[src/rtl/alu_cmd_sequencer.sv]
// Byte-stream front end for the ALU: assembles 6-byte command frames into opcode/operand
// words, waits a fixed number of cycles, then returns the 16-bit ALU result as two bytes.
module alu_cmd_sequencer #(
    parameter int         WAIT_CYCLES = 3,
    parameter logic [6:0] HEADER      = 7'h55
) (
    input  logic        CLK,
    input  logic        RST,
    input  logic [7:0]  IN_DATA,
    input  logic        IN_VALID,
    output logic        IN_READY,
    output logic [7:0]  OUT_DATA,
    output logic        OUT_VALID,
    input  logic        OUT_READY,
    output logic [8:0]  ALU_OPCODES,
    output logic [31:0] ALU_OPRANDS,
    input  logic [15:0] ALU_OUT,
    output logic        BUSY,
    output logic [7:0]  ERR_COUNT
);

    localparam logic [2:0] S_IDLE  = 3'd0;
    localparam logic [2:0] S_RX    = 3'd1;
    localparam logic [2:0] S_WAIT  = 3'd2;
    localparam logic [2:0] S_TX_HI = 3'd3;
    localparam logic [2:0] S_TX_LO = 3'd4;

    logic [2:0]  state;
    logic [2:0]  idx;
    logic [31:0] stage;
    logic        op_msb;
    logic [3:0]  count;
    logic [15:0] result;
    logic        in_fire;
    logic        out_fire;

    // IN_READY is held low while reset is asserted even though the state is already IDLE
    assign IN_READY  = !RST && ((state == S_IDLE) || (state == S_RX));
    assign OUT_VALID = (state == S_TX_HI) || (state == S_TX_LO);
    assign BUSY      = (state != S_IDLE);
    assign in_fire   = IN_VALID && IN_READY;
    assign out_fire  = OUT_VALID && OUT_READY;

    always_comb begin
        OUT_DATA = 8'h00;
        if (state == S_TX_HI) begin
            OUT_DATA = result[15:8];
        end else if (state == S_TX_LO) begin
            OUT_DATA = result[7:0];
        end
    end

    always_ff @(posedge CLK or posedge RST) begin
        if (RST) begin
            state       <= S_IDLE;
            idx         <= 3'd0;
            stage       <= 32'h0;
            op_msb      <= 1'b0;
            count       <= 4'd0;
            result      <= 16'h0;
            ALU_OPCODES <= 9'h0;
            ALU_OPRANDS <= 32'h0;
            ERR_COUNT   <= 8'h0;
        end else begin
            case (state)
                S_IDLE: begin
                    if (in_fire) begin
                        if (IN_DATA[7:1] == HEADER) begin
                            op_msb <= IN_DATA[0];
                            idx    <= 3'd1;
                            state  <= S_RX;
                        end else if (ERR_COUNT != 8'hFF) begin
                            ERR_COUNT <= ERR_COUNT + 8'd1;
                        end
                    end
                end
                S_RX: begin
                    // stage holds b1..b4 in order; b5 bypasses it straight onto the ALU operand
                    if (in_fire) begin
                        if (idx == 3'd5) begin
                            ALU_OPCODES <= {op_msb, stage[31:24]};
                            ALU_OPRANDS <= {stage[23:0], IN_DATA};
                            count       <= 4'(WAIT_CYCLES);
                            idx         <= 3'd0;
                            state       <= S_WAIT;
                        end else begin
                            stage <= {stage[23:0], IN_DATA};
                            idx   <= idx + 3'd1;
                        end
                    end
                end
                S_WAIT: begin
                    if (count == 4'd1) begin
                        result <= ALU_OUT;
                        state  <= S_TX_HI;
                    end else begin
                        count <= count - 4'd1;
                    end
                end
                S_TX_HI: begin
                    if (out_fire) begin
                        state <= S_TX_LO;
                    end
                end
                S_TX_LO: begin
                    if (out_fire) begin
                        state <= S_IDLE;
                    end
                end
                default: state <= S_IDLE;
            endcase
        end
    end

endmodule

[config.mk]
export PLATFORM = sky130hd
export DESIGN_NAME = alu_cmd_sequencer
export DESIGN_NICKNAME = d
export VERILOG_FILES = /design/src/rtl/alu_cmd_sequencer.sv
export SDC_FILE = /design/constraint.sdc
export NUM_CORES = 1
export LEC_CHECK = 0
export BUFFER_PORTS_ARGS = -buffer_cell sky130_fd_sc_hd__buf_2
export CAP_MARGIN = 20
export CORE_MARGIN = 5
export CORE_UTILIZATION = 49
export DETAILED_ROUTE_END_ITERATION = 10
export HOLD_SLACK_MARGIN = 0.12
export MAX_ROUTING_LAYER = met4
export PLACE_DENSITY = 0.75
export SLEW_MARGIN = 5
export SYNTH_ARGS = -nofsm -noshare
export SYNTH_HDL_FRONTEND = slang
export SYNTH_SLANG_ARGS = --single-unit
[constraint.sdc]
create_clock -name CLK -period 2.75 [get_ports CLK]
set_input_delay 0.1375 -clock CLK [delete_from_list [all_inputs] [get_ports CLK]]
set_output_delay 0.1375 -clock CLK [all_outputs]
set_load 0.005 [all_outputs]
# Word level (Yosys, flattened, before mapping)
# Index checks and enable logic that the tools add are counted.
# word_totals
register_bits	108
out_inout_bits	60
in_bits	28
wordCells	65
# op_classes
eq_ne	16
reduce_logical	18
n_mux	17
bitwise_logic	2
addsub	3
# op_table
operator	count
2-to-1 mux 3 bit	9
2-to-1 mux 8 bit	2
one-hot mux 3 bit (5 select lines)	1
2-to-1 mux 4 bit	3
inequality test 2 bit (second input constant)	6
AND reduction 4 bit	3
AND reduction 3 bit	3
adder 8 x 1 -> 8 bit (second input constant)	1
inequality test 8 bit (second input constant)	1
one-hot mux 4 bit (2 select lines)	1
equality test 7 bit (second input constant)	1
AND reduction 7 bit	1
equality test 3 x 2 -> 1 bit (second input constant)	2
equality test 3 bit (second input constant)	2
one-hot mux 3 bit (2 select lines)	1
equality test 4 x 1 -> 1 bit (second input constant)	1
inequality test 2 x 1 -> 1 bit (second input constant)	2
nonzero test 2 bit	2
subtractor 4 x 1 -> 4 bit (second input constant)	1
adder 3 x 1 -> 3 bit (second input constant)	1
equality test 3 x 1 -> 1 bit (second input constant)	1
logical AND 1 bit	3
logical NOT 3 bit	1
nonzero test 3 bit	1
4 further kinds	6

# Depth between registers and ports, before layout
# Gate-level depths: netlist of the first run.
# depth
word_depth	6
mapped_depth	7
depth_no_buf	6

# Worst setup path after synthesis of the first run
# Ideal clock, no wire load.
# synth_path
path_type	register to register
startpoint	reg state[1]
endpoint	reg ERR_COUNT[1]
synth_period_minus_slack_ps	1980
setup_slack_ps	770
required_time_ps	2625
t_arrival_ps	1855
path_stages_with_launch	6
path_buffers	1
setup_time_ps	125
cell_sequence	dfrtp_1 buf_6 or4b_4 a311oi_4 nand2_1 mux2_4
# synth_via
elab_chain_cells	5
word_cells_on_any_way	6
classes_between	1 x eq/ne; 5 x reduce/logical
# synth_rtl
item	line_no	rtl
start: declaration	28	logic [2:0] state;
start signal: assignment	55	state <= S_IDLE;
start signal: assignment	71	state <= S_RX;
start signal: assignment	85	state <= S_WAIT;
equality test 3 x 1 -> 1 bit or logical NOT 3 bit (tied branches)	38, 65	
logical OR 1 bit	38	assign IN_READY = !RST && ((state == S_IDLE) || (state == S_RX));
logical AND 1 bit	38	
logical AND 1 bit	41	assign in_fire = IN_VALID && IN_READY;
AND reduction 4 bit (no line) *	n/a	
end signal: assignment	73	ERR_COUNT <= ERR_COUNT + 8'd1;
end: declaration	19	output logic [7:0] ERR_COUNT
# Mark *: on every way between the ends. The rest lies on a longest branch, timed or not.
# A chain may end at the register's enable or synchronous reset.

# Worst setup path after layout of the first run
# layout_path
startpoint	reg state[0]
endpoint	out OUT_DATA[1]
# layout_via
elab_chain_cells	3
word_cells_on_any_way	4
classes_between	2 x eq/ne; 2 x mux
# layout_rtl
item	line_no	rtl
equality test 3 bit	48	end else if (state == S_TX_LO) begin
2-to-1 mux 8 bit	48	
2-to-1 mux 8 bit *	46	if (state == S_TX_HI) begin
end: declaration	12	output logic [7:0] OUT_DATA,
# Marks and branches as above.

==> results of run 1 <==
[routing by layer]
| layer | GRT usage | share of wire |
|---|---|---|
| met3 | 0.0232 | 0.037 |
| met1 | 0.200 | 0.43 |
| met5 | - | 0 |
| met4 | 0.0759 | 0.025 |
| met2 | 0.269 | 0.50 |
[repair_timing]
item                                   CTS  global route
endpoints found under the hold margin   77             0
gates resized for setup                  0             0
setup endpoints to repair                0             0
hold buffers                            26             0
[power breakdown]
group | internal (mW) | total (mW) | switching, mW
registers | 1.71 | 1.82 | 0.117
logic | 0.196 | 0.340 | 0.144
clock network | 0.340 | 0.877 | 0.537
[flip-flops by register name, indices dropped and copies added, names as in the netlist]
name	flops
ERR_COUNT	8
state	3
ALU_OPRANDS	32
ALU_OPCODES	9
idx	3
result	16
count	4
stage	32
op_msb	1
[synthesized netlist by cell type (all sizes together) (5+ instances only)]
master	count	area (µm²)
a22o	10	87.6
buf	8	67.6
clkbuf	6	23.8
dfrtp	108	2700
inv	5	18.8
mux2	93	1050
nand2	10	37.5
nand3	5	25.0
nand4	7	43.8
nor2	5	18.8
o21ai	6	30.0
xnor2	8	70.1
[logic make-up (layout without fill, tap and decap cells)]
group	count (synthesis)	in the layout
buf+inv	19	140
fa+ha+maj	3	3
xor+xnor	8	8
simple gates	51	51
mux	93	93
flops	108	108
compound gates	22	22
[final cells by class]
class,instances,area [µm²]
clock buffers,10,128
clock inverters,6,46.3
fillers,681,3360
inverters,5,22.5
multi-input cells,177,1660
flip-flops and latches,108,2700
well taps,108,135
repair buffers,119,753
[through the flow]
step	util	std cells	area [µm²]	setup slack, ns	total power, mW
finish	0.618	533	5440	0.581	3.04
global placement	0.569	491	5010	0.660	2.14
detailed placement	0.569	491	5010	0.590	2.17
global route	0.618	533	5440	0.391	3.18
CTS	0.618	533	5440	0.525	3.07
floorplan	-	304	4470	0.770	2.03
[worst reg2reg max path, cell delays in order (launching register included)]
cell,delay [ns]
dfrtp_1,0.50
nor4b_4,0.40
nand2_1,0.12
or2_2,0.61
mux2_1,0.42
[worst max path at each step]
stage               startpoint           end  slack (ns)
CTS                   state[0]   OUT_DATA[1]        0.52
global route          state[0]   OUT_DATA[0]        0.39
floorplan             state[1]  ERR_COUNT[1]        0.77
global placement      state[1]     stage[23]        0.66
detailed placement    state[1]     stage[23]        0.59
finish                state[0]   OUT_DATA[1]        0.58
==> flow_summary.ini, run 1 <==
[worst_setup_path]
r2r_start = state[2]
cp_num_buf_inv = 1
cp_top_family = simple AND/OR/NAND/NOR gates
worst-path-stages = 4
cp.arrival_ns = 2.03
crit_fanout = 14
path_cells = nand2_1 > nor2_1 > a22o_1 > buf_2
worst_ep_required_time_ns = 2.61
r2r.worst_path.cells = 4
slowest_stage = dfrtp_1
cp-end-kind = primary output
timing.rr.end = stage[23]
critPathLaunchType = flop
slowest_delay_ns = 0.65
path_class = reg -> out
reg2reg_setup_slack_ns = 0.58

[logic_synthesis]
synth_edf_count = 0
synth_nets = 335
yosysSeqAreaShare = 0.605
ys_ff_latch = 108
synth_simple_gate_area_frac = 0.0703
ys_warn_count = 0
mappedNetlistArea_um2 = 4460
async_reset_ff_frac = 1.00
synth_mux_area_frac = 0.235
ys_types = 38
synth-adder-area-share = 0.00841
syn_inst = 304
synthXorXnorAreaFrac = 0.0157
synth_top_family_by_area = multiplexers
synthFlopType = dfrtp_1
postSynthAreaPerCell_um2 = 14.7
synth_compound_area_frac = 0.0401

[placed_design]
place_hpwl_mm = 5.87
gp_congestion = 0.780
port_buffers = 87

[global_route]
track_usage = 0.163
grt_start_max_net_pins = 45
grt_pass1_vias = 2953
grt-ovfl-total = 0
grt_first_pass_wirelength_mm = 14.3
antenna_found_initial = 0

[floorplanning]
dieArea_um2 = 11100
die_w_um = 105
initial_core_util = 0.507
io_pins = 88
core_region_area_um2 = 8810
rows = 34
die_h_um = 105

[clock_tree]
cts_sinks = 108
h-tree-depth = 3
cts_root_buf = clkbuf_8
clk_latency_ns = 0.37
cts_tree = built
clockBufferDepth = 2
cts_setup_buffers = 0
cts_buffers = 9
path_clk_slew_ns = 0.10

[sta]
setup_violations = 0
relSlewSlack = 0.379
slew_violations = 0
rsz0062_at_grt = no
tns_ns = 0
max_freq_ghz = 0.461
min_period_over_period = 0.789
fin_crit_ns = 2.17
hold_viol = 0
fin_skew_ns = 0.0148
max_slew.worst_pin.slew_ns = 0.929
hold_slack_ns = 0.279

[routing]
drtIter0Drc = 95
dr.pass1.iters = 4
via_per_inst = 5.29
avgRoutedWirePerCell_um = 16.0
ant_nets = 0
wl_mm = 8.52
vias = 2822
drcViolationCount = 0

[final_layout]
layout_common_cells = dfrtp_1, mux2_2, buf_2, dlygate4sd3_1
layout.nets = 451
drive_above_1_share = 0.489
syn_to_final_growth_pct = 21.9
antenna_cells = 0
layout_commonest_cell = dfrtp_1

[worst_hold_path]
hp-class = in -> reg
min_to = idx[0]
hp-start = IN_VALID
worst_hold_path.num_cells = 5

[run]
cap_violations = 0

[power]
power_density_nw_per_um2 = 558
p_leak_nw = 2.87
peakVddDrop_mv = 0.314

[status]
status = complete, no violations
No activity file was read; power rests on OpenSTA's default activity.
==> run 2: changes to the inputs <==
==> constraint.sdc (replaced) <==
create_clock -name CLK -period 1.8 [get_ports CLK]
set_input_delay 0.09 -clock CLK [delete_from_list [all_inputs] [get_ports CLK]]
set_output_delay 0.09 -clock CLK [all_outputs]
set_load 0.005 [all_outputs]
==> run 2 against run 1 <==
  * The flow now finishes with violations (setup timing)
  * Via count grew 3.2%
  * Worst setup slack lost 0.60 ns
  * Wire length grew 15%
  * First-iteration DRC count rose by 26%
  * Cell area is 5.0% higher
  * Cell count is 3.0% higher
  * Critical endpoint is now ERR_COUNT[7]
  * Largest power group unchanged
==> flow_summary.ini, run 2 (same netlist as run 1, synthesis figures left out) <==
[power]
power.total_mw = 4.92
power_density_nw_per_um2 = 861
p_leak_nw = 3.03
peakVddDrop_mv = 0.573

[floorplanning]
core_region_area_um2 = 8810
die_w_um = 105
initial_core_util = 0.507
rows = 34
dieArea_um2 = 11100
die_h_um = 105
io_pins = 88

[worst_setup_path]
cp_num_buf_inv = 0
slowest_stage = or4b_4
crit_fanout = 3
path_class = reg -> reg
cp-end-kind = flop
reg2reg_setup_slack_ns = -0.02
worst_ep_required_time_ns = 2.06
r2r_start = state[1]
path_cells = or4b_4 > a311oi_4 > nand4_1 > mux2_4
timing.rr.end = ERR_COUNT[7]
cp.arrival_ns = 2.08
critPathLaunchType = flop
slowest_delay_ns = 0.53
r2r.worst_path.cells = 4
cp_top_family = simple AND/OR/NAND/NOR gates

[final_layout]
stdcell_area_um2 = 5710
syn_to_final_growth_pct = 28.0
top_regs = ALU_OPRANDS x32, stage x32, result x16
finalNonFillerCells = 549
antenna_cells = 0
drive_above_1_share = 0.535
layout_common_cells = dfrtp_1, mux2_2, buf_2, dlygate4sd3_1, buf_4
layout.nets = 467
n_fill_cell = 626
layout_commonest_cell = dfrtp_1
final_core_util = 0.649

[clock_tree]
cts_sinks = 108
cts_root_buf = clkbuf_8
path_clk_slew_ns = 0.10
cts_buffers = 9
clockBufferDepth = 2
clk_latency_ns = 0.37
h-tree-depth = 3
cts_tree = built

[routing]
vias = 2913
dr.pass1.iters = 4
via_per_inst = 5.31
wl_mm = 9.83
drcViolationCount = 0
ant_nets = 0
drtIter0Drc = 120
avgRoutedWirePerCell_um = 17.9

[status]
status = finished, violations left
violations = setup timing

[global_route]
track_usage = 0.182
grt_start_max_net_pins = 38
grt_first_pass_wirelength_mm = 15.7
grt-ovfl-total = 0
grt_pass1_vias = 3155
antenna_found_initial = 0

[sta]
hold_viol = 0
max_slew.worst_pin.slew_ns = 0.462
relSlewSlack = 0.692
worst_slack_ns = -0.0221
slew_violations = 0
fin_crit_ns = 1.82
max_freq_ghz = 0.549
rsz0062_at_grt = yes
tns_ns = -0.0339
min_period_over_period = 1.01
fin_skew_ns = 0.00981
setup_violations = 3

[placed_design]
place_hpwl_mm = 6.51
dp.cells = 501
gp_congestion = 0.799
dpl_cell_area_um2 = 5120
port_buffers = 87

[worst_hold_path]
min_to = idx[0]
worst_hold_path.num_cells = 5
hp-class = in -> reg
hp-start = RST

[run]
cap_violations = 0
## run 2: where the power goes
group	total (mW)	switching, mW	internal [mW]
combinational	0.564	0.239	0.324
clock	1.57	0.890	0.683
sequential	2.79	0.179	2.61
## run 2: area by class of cell
type / count / area (µm²) / area share
multi-input combinational: 179 / 1720 / 0.302
tap: 108 / 135 / 0.0236
clock buffer: 9 / 124 / 0.0217
clock inverter: 7 / 92.6 / 0.0162
sequential: 108 / 2700 / 0.473
timing repair buffer: 133 / 912 / 0.160
inverter: 5 / 22.5 / 0.00394
## run 2: tightest hold or removal path, cell delays in order
cell	delay, ns
buf_2	0.15
nor4b_4	0.07
nand2_2	0.10
nand2_1	0.06
o21ai_0	0.09
## run 2: how the worst max path moves through the flow
stage / start / endpoint / slack (ns) / depth (start not counted)
2_1_floorplan: state[2] / ERR_COUNT[1] / -0.1 / 5
3_3_place_gp: state[2] / ERR_COUNT[1] / 0.04 / 4
3_5_place_dp: state[2] / ERR_COUNT[7] / -0.04 / 4
4_1_cts: state[2] / ERR_COUNT[7] / -0.02 / 4
5_1_grt: state[2] / ERR_COUNT[7] / -0.09 / 4
6_report: state[1] / ERR_COUNT[7] / -0.02 / 4
## run 2: what timing repair did
item,4_1_cts,5_1_grt
hold endpoints to repair,51,0
gates cloned,0,4
endpoints found under the setup margin,5,79
gates resized for setup,0,17
pin swaps,0,1
hold buffers,26,0
setup buffers,1,1
## run 2: per-layer routing
metal,part of all wire,GRT usage
met1,0.42,0.226
met2,0.52,0.300
met3,0.038,0.0403
met4,0.014,0.0534
met5,0,-
## run 2: per-stage QoR
step,setup WS (ns),hold WS (ns)
CTS,-0.0232,0.173
global route,-0.0855,0.244
global placement,0.0358,0.199
detailed placement,-0.0432,0.197
floorplan,-0.0958,0.211
finish,-0.0221,0.225
